**src/rtl/spi_shifter.sv**
```systemverilog
`default_nettype none
// ============================================================================
//  Module   : spi_shifter
//  Purpose  : SPI data shifter. Loads a transmit byte, drives it out on
//             mosi_o one bit per tx strobe, and assembles a receive byte
//             from one sample per rx strobe. MSB-first or LSB-first order
//             is latched at load time.
//  Ports    : PCLK, PRESET       clock, synchronous active-high reset
//             ss_i               active-low transfer window
//             send_data_i        load strobe (starts a frame)
//             receive_data_i     frame-end strobe (publish or abort)
//             lsbfe_i            1 = LSB first, 0 = MSB first
//             tx_strb_i          advance mosi_o to the next bit
//             rx_strb_i          sample the serial input
//             data_mosi_i[7:0]   transmit byte
//             miso_i             serial input
//             lbk_i              loopback request
//             mosi_o             registered serial output
//             data_miso_o[7:0]   last completed received byte
//             rx_valid_o         one-cycle pulse when data_miso_o updates
//             busy_o             frame in progress (ACTIVE or COMPLETE)
//  Config   : SPI_SHIFTER_LOOPBACK_EN - when defined, lbk_i=1 routes mosi_o
//             back to the receive path instead of miso_i.
//  Revision : 1.0 - initial release
// ============================================================================
module spi_shifter (
  input  logic       PCLK,
  input  logic       PRESET,
  input  logic       ss_i,
  input  logic       send_data_i,
  input  logic       receive_data_i,
  input  logic       lsbfe_i,
  input  logic       tx_strb_i,
  input  logic       rx_strb_i,
  input  logic [7:0] data_mosi_i,
  input  logic       miso_i,
  input  logic       lbk_i,
  output logic       mosi_o,
  output logic [7:0] data_miso_o,
  output logic       rx_valid_o,
  output logic       busy_o
);

  localparam logic [1:0] IDLE     = 2'd0;
  localparam logic [1:0] ACTIVE   = 2'd1;
  localparam logic [1:0] COMPLETE = 2'd2;

  logic [1:0] state;
  logic [7:0] tx_sr;
  logic [7:0] rx_sr;
  logic       order;      // latched lsbfe_i for the running frame
  logic [2:0] tx_cnt;
  logic [3:0] rx_cnt;     // bit 3 set means all eight bits received
  logic       serial_in;
  logic [2:0] tx_next;
  logic [2:0] tx_bit_idx;
  logic [2:0] rx_bit_idx;

`ifdef SPI_SHIFTER_LOOPBACK_EN
  assign serial_in = lbk_i ? mosi_o : miso_i;
`else
  logic unused_lbk;
  assign unused_lbk = lbk_i;
  assign serial_in  = miso_i;
`endif

  assign tx_next    = tx_cnt + 3'd1;
  assign tx_bit_idx = order ? tx_next : (3'd7 - tx_next);
  assign rx_bit_idx = order ? rx_cnt[2:0] : (3'd7 - rx_cnt[2:0]);
  assign busy_o     = (state != IDLE);

  always_ff @(posedge PCLK) begin
    if (PRESET) begin
      state       <= IDLE;
      mosi_o      <= 1'b0;
      data_miso_o <= 8'h00;
      rx_valid_o  <= 1'b0;
      tx_sr       <= 8'h00;
      rx_sr       <= 8'h00;
      order       <= 1'b0;
      tx_cnt      <= 3'd0;
      rx_cnt      <= 4'd0;
    end else begin
      rx_valid_o <= 1'b0;
      case (state)
        IDLE: begin
          if (send_data_i) begin
            tx_sr  <= data_mosi_i;
            order  <= lsbfe_i;
            tx_cnt <= 3'd0;
            rx_cnt <= 4'd0;
            rx_sr  <= 8'h00;
            mosi_o <= lsbfe_i ? data_mosi_i[0] : data_mosi_i[7];
            state  <= ACTIVE;
          end
        end
        ACTIVE: begin
          if (receive_data_i && !rx_cnt[3]) begin
            // Early frame end: drop the partial byte.
            state <= IDLE;
          end else begin
            if (rx_cnt[3]) begin
              state <= COMPLETE;
            end
            if (!ss_i) begin
              // The last bit is held; tx_cnt never wraps within a frame.
              if (tx_strb_i && (tx_cnt != 3'd7)) begin
                tx_cnt <= tx_next;
                mosi_o <= tx_sr[tx_bit_idx];
              end
              if (rx_strb_i && !rx_cnt[3]) begin
                rx_sr[rx_bit_idx] <= serial_in;
                rx_cnt            <= rx_cnt + 4'd1;
              end
            end
          end
        end
        COMPLETE: begin
          if (receive_data_i) begin
            data_miso_o <= rx_sr;
            rx_valid_o  <= 1'b1;
            state       <= IDLE;
          end
        end
        default: state <= IDLE;
      endcase
    end
  end

endmodule
`default_nettype wire

```
**config.mk**
```make
export PLATFORM = sky130hd
export DESIGN_NAME = spi_shifter
export DESIGN_NICKNAME = d
export VERILOG_FILES = /design/src/rtl/spi_shifter.sv
export SDC_FILE = /design/constraint.sdc
export NUM_CORES = 1
export LEC_CHECK = 0
export ABC_AREA = 1
export CAP_MARGIN = 40
export CELL_PAD_IN_SITES_DETAIL_PLACEMENT = 0
export CELL_PAD_IN_SITES_GLOBAL_PLACEMENT = 1
export CORE_MARGIN = 3
export CORE_UTILIZATION = 35
export CTS_CLUSTER_SIZE = 28
export DETAILED_ROUTE_END_ITERATION = 7
export HOLD_SLACK_MARGIN = 0.02
export PLACE_DENSITY_LB_ADDON = 0.1
export SLEW_MARGIN = 30
export SYNTH_ARGS = -nofsm -noshare
export SYNTH_HDL_FRONTEND = slang
export SYNTH_SLANG_ARGS = --single-unit
```
**constraint.sdc**
```tcl
create_clock -name PCLK -period 2.53 [get_ports PCLK]
set_input_delay 0.506 -clock PCLK [delete_from_list [all_inputs] [get_ports PCLK]]
set_output_delay 0.506 -clock PCLK [all_outputs]
set_load 0.05 [all_outputs]
```
-- Word level (Yosys, flattened, before mapping)
Cells that the tools add are included.
- output and inout bits: 11
- register bits: 36
- input port bits: 18
- word-level logic and storage cells: 75
- bitwise gates (word level): 1
- reduce and logical (&&, ||, !) cells: 14
- multiplexer cells: 34
- add/subtract/negate cells: 4
- equal/unequal tests: 10
- magnitude comparators: 3
- operator list (cell ; number):
    $mux 8 ; 4
    $mux 3 ; 6
    $mux 4 ; 4
    $pmux 8 s2 ; 1
    $ne 2x2->1 const B ; 6
    $reduce_and 5->1 ; 2
    $bwmux 8 ; 1
    $lt 3x4->1 const B ; 2
    $mux 1 ; 8
    $mux 2 ; 4
    $pmux 4 s2 ; 1
    $ne 3x3->1 const B ; 2
    $pmux 2 s3 ; 1
    $pmux 3 s2 ; 1
    $sub 3x3->3 const A ; 2
    $add 4x1->4 const B ; 1
    $logic_and 1x1->1 ; 4
    $reduce_and 2->1 ; 2
    $reduce_bool 2->1 ; 2
    $add 3x1->3 const B ; 1
    $bmux 1 s3 ; 1
    $demux 1 s3 ; 1
    $ge 3x1->1 const B ; 1
    $reduce_and 3->1 ; 1
    7 further kinds ; 7

-- Longest topological paths before layout
- depth in word-level cells: 11
- depth in mapped cells: 9
- gate-level depth less buffers: 9

-- Worst setup path after synthesis
No wires, ideal clock.
- kind: flip-flop to flip-flop
- start point: register state[0]
- end point: register rx_sr[6]
- arrival: 1317 ps
- setup time: 117 ps
- period minus slack after synthesis: 1433 ps
- required time: 2413 ps
- buffers on the path: 1
- setup slack: 1097 ps
- cell stages (with the launch flop): 8
- cell sequence: dfxtp_1 nor2_1 inv_1 nor2_4 inv_2 buf_2 a22oi_1 nor2_1
- word-level cells in the longest chain between the ends: 3
- elaborated cells between the ends (all ways): 9
- classes of those cells: 5 x eq/ne; 1 x mux; 3 x reduce/logical
- RTL lines (element ; RTL line ; text):
    start, declared ; 48 ; logic [1:0] state;
    start signal, assigned ; 74 ; state <= IDLE;
    start signal, assigned ; 94 ; state <= ACTIVE;
    start signal, assigned ; 100 ; state <= IDLE;
    $eq 2x1->1 / $logic_not 2->1 (equally long branches) ; 85 ; case (state)
    $ne 2x2->1 (no line) / $reduce_bool 2->1 (equally long branches) ; - ;
    $reduce_and 5->1 (no line) ; - ;
    end signal, assigned by index ; 112 ; rx_sr[rx_bit_idx] <= serial_in;
    end, declared ; 50 ; logic [7:0] rx_sr;
Parallel ways exist; a longest one is shown, timed or not.
A chain may end at the register's enable or synchronous reset.

-- Worst setup path after layout
- start point: register state[0]
- end point: output busy_o
- word-level cells in the longest chain between the ends: 1
- RTL lines (element ; RTL line ; text):
    $reduce_bool 2->1 ; 70 ; assign busy_o = (state != IDLE);
    end, declared ; 41 ; output logic busy_o
Every way passes these cells.

==> summary.txt <==
fin util: 45.8%
Internal Pwr Total: 986 µW
clk_lat worst skew: 0.28 ns
Critical Path RT: 2.02 ns
Top Family by Delay on Critical Path: buffers and inverters
core footprint: 0.00479 mm²
register area share after synthesis: 41.0%
largest net degree at the start of global routing: 26
IO Count: 29
Clock power frac: 36.4%
Sw Share: 27.6%
Critical R2R Capture: mosi_o$_SDFFE_PP0P_
# diodes: 0
vias in the first global route: 1443
Static Leak: 0.894 nW
Clock Path Buffers: 2
routability cong.: 0.731
f_max: 0.453 GHz
Pwr per Cell Area: 620 mW/mm²
Buf+Inv Stages, Crit Path: 2
CTS H-tree depth: 2
routed wire length: 3740 µm
Num CTS Buffers: 5
share of cells above drive strength 1: 8.42%
placed cell count: 332
Crit Path Max Fanout: 4
Clock Tree Root: clkbuf_8
max-cap violation count: 0
Filler cells: 509
Die Y: 76.9 µm
routed metal-1 wirelength: 2000 µm
Setup Buffers After CTS: 0
DR WL met2: 1550 µm
synthesized area: 0.00176 mm²
mux share of post-synthesis cell area: 0%
Iteration-0 DRC Markers: 49
Critical-path top delay cell: clkdlybuf4s50_1
commonest cells after routing, fill and taps aside: dfxtp_1 (36), nand2_1 (34), inv_1 (32)
Synth warnings: 0
initial antenna violation count: 0
total clock sinks: 36
simple-gate share of the synthesized area: 24.6%
area leader, netlist: dfxtp_1
status: complete, no violations
crit path capture: busy_o
RSZ-0062 raised after global routing: no
crit path capture type: output pin
fin nets: 293
commonest non-fill, non-tap cell in the layout: dfxtp_1
Synth Area in Adders: 2.14%
Setup TNS Final: 0 ns
Clock Pin Slew Worst Setup and Hold Paths: 0.07 ns
GRT overflow: 0
Post-Place Setup Slack: 0.604 ns
crit-path cells: nor2_1 > inv_1 > clkdlybuf4s50_1
hold_buf cts: 0
Final Hold Fails: 0
CP peak stage delay: 0.81 ns
setup violators final: 0
VDD IR max: 322 µV
reg2reg setup slack: 0.98 ns
post-CTS sizing: 0
worst r2r src: tx_cnt[0]$_SDFFE_PP0P_
clk_skew: 0.00447 ns
switching power: 375 µW
Detailed Routing Iterations Pass 1: 4
first-pass GRT wire length: 6750 µm
vias per cell: 4.61
Final HPWL DP: 2690 µm
Period Utilization, post-route: 87.2%
met3 WL: 152 µm
Tmin final: 2.21 ns
TritonCTS clock tree: done
synthesized area per cell: 7.23 µm²
reg2reg path depth: 7
FF+latch count, synth: 36
Starting Density: 36.7%
CP Launch Point: state[0]$_SDFFE_PP0P_
Logic pwr share: 18.4%
die span in x: 76.9 µm
hold crit path type: flop to flop
die area: 0.00591 mm²
Synth Area in XOR/XNOR: 2.92%
Flop pwr share: 45.1%
Slew HR: 66.2%
Syn Nets: 264
critical path class: flop to output pin
cells after synthesis: 243
CP Depth: 3
area delta synth->final: 24.8%
PortBufs: 27
Synth cell types: 27
synth top area cells: dfxtp_1 (41%), a21oi_1 (7.7%), nand2_1 (7.3%), nand3_1 (6.8%), inv_1 (6.8%)
Synth Area in Compound Gates: 18.7%
# DRC: 0
vias: 1569
DR WL/cell: 11.0 µm
DR top layer: met4
CP Data Arrival Time: 1.70 ns
Rows: 25
area share of the largest cell type after synthesis: 41.0%
Tightest Pin Transition: 0.506 ns
Hold Slack: 0.441 ns
non-filler cells in the finished layout: 340
setup ws final: 0.323 ns
Startpoint Class: flop
remaining antenna violation count after routing: 0
total global-route track usage: 13.9%
largest family of logic cells by synthesized area: simple AND/OR/NAND/NOR gates
final-report max-slew violation count: 0
per-layer routing:
metal | up-vias | global-route usage [%]
met1 | 688 | 19.6
met5 | - | 0
li1 | 846 | -
met4 | 0 | 4.35
met3 | 6 | 3.99
met2 | 29 | 20.5
flip-flops by register name, indices dropped and copies added, names as in the netlist:
name	count
state	2
mosi_o	1
tx_sr	8
data_miso_o	8
order	1
rx_valid_o	1
rx_cnt	4
tx_cnt	3
rx_sr	8
Yosys cell counts, drive strengths merged:
cell type   n
nor2       30
xnor2       3
dfxtp      36
inv        35
nand3b      2
o21ai      24
a21oi      29
nor3        2
xor2        2
a22oi       7
buf         6
nand2      36
nand3      25
ha          3
clkbuf      3
worst register-to-register path: cells and delay by family (launching register included):
kind            cells  cell delay, ns
fa+ha+maj           2            0.40
flops               1            0.35
simple gates        1            0.37
buf+inv             1            0.06
compound gates      3            0.33
metrics by stage:
stage	area, µm²	total power, mW
after floorplan	1760	0.813
after global placement	2090	0.881
after detailed placement	2090	0.880
after CTS	2190	1.39
after global routing	2190	1.44
final	2190	1.36
power by group through the flow:
| stage | Combinational [mW] | Sequential, mW | Clock [mW] |
|---|---|---|---|
| floorplan | 0.186 | 0.627 | 0 |
| global placement | 0.254 | 0.627 | 0 |
| detailed placement | 0.253 | 0.627 | 0 |
| CTS | 0.255 | 0.614 | 0.517 |
| global route | 0.288 | 0.617 | 0.534 |
| finish | 0.251 | 0.614 | 0.496 |
final cells by class:
type	instances	area [µm²]	share of cell area, %
timing repair buffer	31	300	13.7
sequential	36	721	32.9
clock inverter	2	35.0	1.60
inverter	35	131	5.99
clock buffer	6	72.6	3.31
tap	67	83.8	3.82
multi-input combinational	163	850	38.7
cell families after synthesis:
group           after synthesis
fa+ha+maj                     3
compound gates               60
xor+xnor                      5
buf+inv                      44
simple gates                 95
flops                        36
worst min path at each step:
stage | start | depth (start not counted) | endpoint | slack (ns)
after floorplan | tx_sr[2]$_SDFFE_PP0P_ | 2 | tx_sr[2]$_SDFFE_PP0P_ | 0.43
after global placement | data_miso_o[6]$_SDFFE_PP0P_ | 2 | data_miso_o[6]$_SDFFE_PP0P_ | 0.43
after detailed placement | data_miso_o[6]$_SDFFE_PP0P_ | 2 | data_miso_o[6]$_SDFFE_PP0P_ | 0.44
after CTS | data_miso_o[6]$_SDFFE_PP0P_ | 2 | data_miso_o[6]$_SDFFE_PP0P_ | 0.45
after global routing | data_miso_o[7]$_SDFFE_PP0P_ | 2 | data_miso_o[7]$_SDFFE_PP0P_ | 0.47
final | data_miso_o[6]$_SDFFE_PP0P_ | 2 | data_miso_o[6]$_SDFFE_PP0P_ | 0.44
(Power assumes the default switching activity.)
